### config.mk
export PLATFORM = sky130hd
export DESIGN_NAME = column_scheduler
export DESIGN_NICKNAME = d
export VERILOG_FILES = /design/src/rtl/column_scheduler.sv
export SDC_FILE = /design/constraint.sdc
export NUM_CORES = 1
export LEC_CHECK = 0
export ABC_AREA = 0
export CAP_MARGIN = 5
export CORE_MARGIN = 10
export CORE_UTILIZATION = 54
export DETAILED_ROUTE_END_ITERATION = 7
export GPL_TIMING_DRIVEN = 0
export PLACE_DENSITY = 0.8
export SLEW_MARGIN = 40
export SYNTH_ARGS = -nofsm -noshare
export SYNTH_HDL_FRONTEND = slang
export SYNTH_SLANG_ARGS = --single-unit
### constraint.sdc
create_clock -name clock -period 7.13 [get_ports clock]
set_clock_uncertainty 0.1 [all_clocks]
set_input_delay 2.139 -clock clock [delete_from_list [all_inputs] [get_ports clock]]
set_output_delay 2.139 -clock clock [all_outputs]
set_load 0.02 [all_outputs]
### src/rtl/column_scheduler.sv
// rtl/column_scheduler.sv - fall tick, spawn, key arbitration and score sequencer for the column array.
// Optional: define MISS_PENALTY_EN to take one point off for an unmatched key in PLAY.
module column_scheduler #(
  parameter int NUM_COLS    = 4,
  parameter int TICK_START  = 50000000,
  parameter int TICK_MIN    = 10000000,
  parameter int TICK_STEP   = 2500000,
  parameter int STEP_EVERY  = 8,
  parameter int SPAWN_TICKS = 3,
  parameter int BOTTOM      = 22
) (
  input  logic                  clock,
  input  logic                  reset_signal,
  input  logic                  start,
  input  logic                  key_valid,
  input  logic [7:0]            key_code,
  input  logic [8*NUM_COLS-1:0] col_letter,
  input  logic [5*NUM_COLS-1:0] col_ypos,
  output logic [NUM_COLS-1:0]   col_fall,
  output logic [NUM_COLS-1:0]   col_clear,
  output logic [NUM_COLS-1:0]   col_active,
  output logic [15:0]           score,
  output logic [1:0]            state,
  output logic                  game_over
);

  localparam int PW = $clog2(TICK_START + 1);
  localparam int SW = (SPAWN_TICKS > 1) ? $clog2(SPAWN_TICKS) : 1;
  localparam logic [31:0] L_MIN  = TICK_MIN;
  localparam logic [31:0] L_STEP = TICK_STEP;
  localparam logic [PW-1:0] P_START = PW'(TICK_START);
  localparam logic [PW-1:0] P_MIN   = PW'(TICK_MIN);
  localparam logic [SW-1:0] S_LAST  = SW'(SPAWN_TICKS - 1);
  localparam logic [4:0]    Y_BOTTOM = 5'(BOTTOM);

  typedef enum logic [1:0] {
    IDLE = 2'd0,
    PLAY = 2'd1,
    OVER = 2'd2
  } state_t;

  state_t               state_q, state_n;
  logic [15:0]          score_q, score_n;
  logic [PW-1:0]        period_q, period_n;
  logic [PW-1:0]        cur_period_q, cur_period_n;
  logic [PW-1:0]        tick_q, tick_n;
  logic [SW-1:0]        spawn_q, spawn_n;
  logic [NUM_COLS-1:0]  active_q, active_n;
  logic [NUM_COLS-1:0]  fall_q, fall_n;
  logic [NUM_COLS-1:0]  clear_q, clear_n;
  logic                 over_q;

  logic                 hit;
  logic [NUM_COLS-1:0]  win_mask;
  logic [4:0]           best_y;
  logic                 bottom_hit;
  logic [NUM_COLS-1:0]  spawn_mask;
  logic                 spawn_found;
  logic [31:0]          period_w;

  // Deepest matching column wins; strict compare keeps the lowest index on ties.
  always_comb begin
    hit        = 1'b0;
    win_mask   = '0;
    best_y     = '0;
    bottom_hit = 1'b0;
    for (int i = 0; i < NUM_COLS; i++) begin
      if (active_q[i] && col_letter[8*i +: 8] == key_code &&
          (!hit || col_ypos[5*i +: 5] > best_y)) begin
        hit         = 1'b1;
        win_mask    = '0;
        win_mask[i] = 1'b1;
        best_y      = col_ypos[5*i +: 5];
      end
      if (active_q[i] && col_ypos[5*i +: 5] >= Y_BOTTOM)
        bottom_hit = 1'b1;
    end
  end

  always_comb begin
    spawn_mask  = '0;
    spawn_found = 1'b0;
    for (int i = 0; i < NUM_COLS; i++) begin
      if (!active_q[i] && !spawn_found) begin
        spawn_mask[i] = 1'b1;
        spawn_found   = 1'b1;
      end
    end
  end

  always_comb begin
    state_n      = state_q;
    score_n      = score_q;
    period_n     = period_q;
    cur_period_n = cur_period_q;
    tick_n       = tick_q;
    spawn_n      = spawn_q;
    active_n     = active_q;
    fall_n       = '0;
    clear_n      = '0;
    period_w     = 32'(period_q);
    case (state_q)
      IDLE, OVER: begin
        if (start) begin
          state_n      = PLAY;
          score_n      = '0;
          period_n     = P_START;
          cur_period_n = P_START;
          tick_n       = '0;
          spawn_n      = '0;
          active_n     = NUM_COLS'(1);
          clear_n      = NUM_COLS'(1);
        end
      end
      PLAY: begin
        if (bottom_hit) begin
          state_n = OVER;
        end else begin
          if (key_valid) begin
            if (hit) begin
              clear_n = win_mask;
              if (score_q != 16'hFFFF) begin
                score_n = score_q + 16'd1;
                if ((32'(score_n) % STEP_EVERY) == 0) begin
                  if (period_w - L_MIN >= L_STEP)
                    period_n = PW'(period_w - L_STEP);
                  else
                    period_n = P_MIN;
                end
              end
            end
`ifdef MISS_PENALTY_EN
            else if (score_q != 16'd0) begin
              score_n = score_q - 16'd1;
            end
`endif
          end
          // Period changes are only picked up at a wrap so a tick never gets skipped.
          if (tick_q == cur_period_q - 1'b1) begin
            tick_n       = '0;
            cur_period_n = period_n;
            if (spawn_q == S_LAST) begin
              spawn_n  = '0;
              active_n = active_q | spawn_mask;
              clear_n  = clear_n | spawn_mask;
            end else begin
              spawn_n = spawn_q + 1'b1;
            end
            fall_n = active_q & ~clear_n;
          end else begin
            tick_n = tick_q + 1'b1;
          end
        end
      end
      default: state_n = IDLE;
    endcase
  end

  always_ff @(posedge clock or posedge reset_signal) begin
    if (reset_signal) begin
      state_q      <= IDLE;
      score_q      <= '0;
      period_q     <= P_START;
      cur_period_q <= P_START;
      tick_q       <= '0;
      spawn_q      <= '0;
      active_q     <= '0;
      fall_q       <= '0;
      clear_q      <= '0;
      over_q       <= 1'b0;
    end else begin
      state_q      <= state_n;
      score_q      <= score_n;
      period_q     <= period_n;
      cur_period_q <= cur_period_n;
      tick_q       <= tick_n;
      spawn_q      <= spawn_n;
      active_q     <= active_n;
      fall_q       <= fall_n;
      clear_q      <= clear_n;
      over_q       <= (state_n == OVER);
    end
  end

  assign col_fall   = fall_q;
  assign col_clear  = clear_q;
  assign col_active = active_q;
  assign score      = score_q;
  assign state      = state_q;
  assign game_over  = over_q;

endmodule

==> results.json <==
{
  "synth_fa_ha_area_share_pct": 3.20,
  "clkPwrFrac_pct": 30.6,
  "register_area_um2": 2810,
  "rows": 46,
  "cts_hold_buf": 0,
  "nNetsFinal": 1228,
  "use_met3_pct": 3.77,
  "yosysWarnings": 0,
  "fill_cells": 1302,
  "period_share_pct": 108,
  "share_seq_of_total_power_pct": 37.2,
  "fin_util_pct": 67.8,
  "cts_buffers": 9,
  "slowest_delay_ps": 370,
  "clock_latency_ps": 360,
  "final_cells": 1363,
  "synth-seq-cells": 111,
  "synth_xor_xnor_area_share_pct": 9.66,
  "relSlewSlack_pct": 39.0,
  "grt.overflow.total": 0,
  "status": "finished with violations",
  "synth.distinct_cells": 88,
  "htreeDepth": 3,
  "start_kind": "input port",
  "ir_worst_vdd_v": 0.000139,
  "use_met2_pct": 40.1,
  "gp_congestion": 0.959,
  "synthSimpleGateAreaFrac_pct": 24.4,
  "path_max_fanout": 5,
  "n_antenna_cell": 0,
  "fin_crit_ps": 7720,
  "vias_per_cell": 6.31,
  "die_x_um": 146,
  "finalMaxSlewViolations": 0,
  "synth_ff_type": "dfrtp_1",
  "clk_path_buf_depth": 2,
  "multi_input_area_um2": 5630,
  "antenna_found_initial": 0,
  "slowest_stage": "mux2_2",
  "place_ws_ps": -1800,
  "io_pins": 95,
  "final_cell_area_um2": 10700,
  "root_buffer": "clkbuf_16",
  "dp_hpwl_um": 19600,
  "syn2layout_area_growth_pct": 24.2,
  "grt_usage_pct": 23.9,
  "synth-edff-count": 0,
  "seq_area_frac_synth_pct": 32.6,
  "hold_viol": 0,
  "grtUsageMet1_pct": 31.6,
  "crit_family": "compound AO/OA/AOI/OAI gates",
  "min_path_type": "reg2reg",
  "path_common_cell": "o21a_1",
  "critical_path_class": "in2reg",
  "wl_per_cell_um": 19.8,
  "clock-sinks": 111,
  "port_buffers": 93,
  "worstMarginPinSlew_ps": 907,
  "cp-end-kind": "flop",
  "grt_pass1_vias": 7945,
  "dieHeight_um": 146,
  "route.detailed.drc": 0,
  "mostFrequentLayoutCells": "dfrtp_1, nor2_1, clkdlybuf4s50_1",
  "busiest_layer": "met2",
  "grt_max_degree": 71,
  "required_ps": 7270,
  "dr.pass1.iters": 6,
  "p_leak_nw": 4.19,
  "vias": 8604,
  "drive_above_1_share_pct": 16.0,
  "synth.mux.area_fraction_pct": 3.85,
  "swShare_pct": 35.7,
  "initial_utilization_pct": 54.6,
  "core_area_um2": 15800,
  "net-switching-power_w": 0.000664,
  "path_buf_inv": 5,
  "power_density_nw_per_um2": 174,
  "antenna_left": 0,
  "place_area_um2": 9920,
  "synth_compound_area_share_pct": 21.1,
  "async_reset_ff_share_pct": 100,
  "synth_top_family_by_area": "simple AND/OR/NAND/NOR gates",
  "placed_cells": 1318,
  "netlist_instances": 1008,
  "p_int_w": 0.00120,
  "synth.avg_cell_area_um2": 8.54,
  "setup_viol": 8,
  "syn_nets": 1094,
  "drt_wl_total_um": 27000,
  "power_frac_comb_pct": 32.2,
  "tritoncts": "built",
  "violations": "negative setup slack",
  "mappedNetlistArea_um2": 8610,
  "setup_slack_ps": -590,
  "drt_iter0_markers": 997,
  "final_common_cell": "dfrtp_1",
  "drv_cap": 0,
  "grt_setup_unrepaired": "true",
  "worstPathArrival_ps": 7860,
  "die-area_um2": 21400,
  "clkSlewWorstSetupHoldPaths_ps": 70,
  "grt_pass1_wl_um": 42500,
  "fmax_ghz": 0.130
}
## worst reg2reg max path, delay by kind of cell, from the launching register on
| family | cells | cell delay [ps] |
|---|---|---|
| AOI/OAI and AO/OA | 16 | 2480 |
| and+or+nand+nor | 7 | 960 |
| adders and majority gates | 3 | 790 |
| buffers and inverters | 5 | 730 |
| DFF | 1 | 370 |
| muxes | 1 | 370 |
## sequential cells by signal (all words and copies together) (netlist names)
signal and count:
col_clear 4, game_over 1, col_fall 4, col_active 4, cur_period_q 26, period_q 26, tick_q 26, score 16
state 2, spawn_q 2
## area by class of cell
cell class	instances	share of cell area, %
multi-input cells	793	52.6
flip-flops and latches	111	26.3
repair buffers	123	11.1
plain buffers	60	2.80
well taps	216	2.53
clock buffers	11	2.27
inverters	44	1.61
clock inverters	5	0.831
## synthesized netlist by cell type, types with 5 or more instances
library cell  count  area, µm²
nor4b_1           5       43.8
or2_2             5       31.3
nand3b_1         11       82.6
nand2_1          71        267
or4_1             7       52.6
mux2_2           16        180
nor3b_1           5       37.5
o211ai_1         13       97.6
a2111oi_0         6       52.6
ha_1             22        275
nand2b_1          7       43.8
clkbuf_1         42        158
nor2_1           80        300
a21boi_0          8       60.1
xor2_1           31        272
dfrtp_1          87       2180
o21ai_0          53        265
xnor2_1          64        561
buf_2             8       40.0
nor3_1           29        145
nand4_1          28        175
o211a_1           5       50.1
dfstp_2          24        631
inv_1            43        161
and3_1           15       93.8
or3_1            21        131
a21o_1           10       75.1
a211oi_1         15        113
and2_1            5       31.3
a31oi_1          10       62.6
o31ai_1           9       67.6
o22ai_1           7       43.8
a21oi_1          43        215
mux2i_1          14        140
o21a_1           13       97.6
nor4_1           13       81.3
o31a_1            5       43.8
nand3_1          47        235
nor2b_1           9       56.3
## cells by family (layout without fill, tap and decap cells)
kind of cell             count (synthesis)  in the layout
flip-flops                             111            111
AND/OR/NAND/NOR                        389            389
buffers and inverters                  104            243
adder cells (fa/ha/maj)                 22             22
XOR/XNOR                                95             95
multiplexers                            31             31
AO/OA/AOI/OAI                          256            256
## power by group through the flow
stage               sequential, W  clock [W]  combinational (W)
floorplan                0.000716          0           0.000336
global placement         0.000701          0           0.000562
detailed placement       0.000702          0           0.000571
CTS                      0.000691   0.000575           0.000579
global route             0.000696   0.000600           0.000639
finish                   0.000692   0.000568           0.000598
## worst paths after layout
check | startpoint | to | slack, ps | cells past startpoint
max | col_letter[2] | col_fall[1] | -590 | 33
min | cur_period_q[14] | cur_period_q[14] | 410 | 2
max reg2reg | col_active[0] | col_fall[1] | 1190 | 32
min reg2reg | cur_period_q[14] | cur_period_q[14] | 410 | 2
max in group asynchronous | reset_signal | cur_period_q[15] | 4200 | 3
min in group asynchronous | reset_signal | col_fall[0] | 2060 | 2
## through the flow
step / total power [W] / hold WS [ps] / TNS, ps
5_1_grt: 0.00193 / 434 / -5240
6_report: 0.00186 / 412 / -3500
2_1_floorplan: 0.00105 / 366 / -1220
3_5_place_dp: 0.00127 / 394 / -12890
3_3_place_gp: 0.00126 / 394 / -11940
4_1_cts: 0.00185 / 412 / -2780
## per-layer routing
metal / up-vias / share of wire, %
li1: 3976 / -
met4: 0 / 2.4
met5: - / 0
met2: 373 / 49
met3: 53 / 6.4
met1: 4202 / 42
## what timing repair did
item	CTS	global route
hold endpoints to repair	0	0
pin swaps	31	25
resized for setup	92	27
buffers inserted	23	7
endpoints found under the setup margin	8	8
Power figures use the tool's default switching activity.
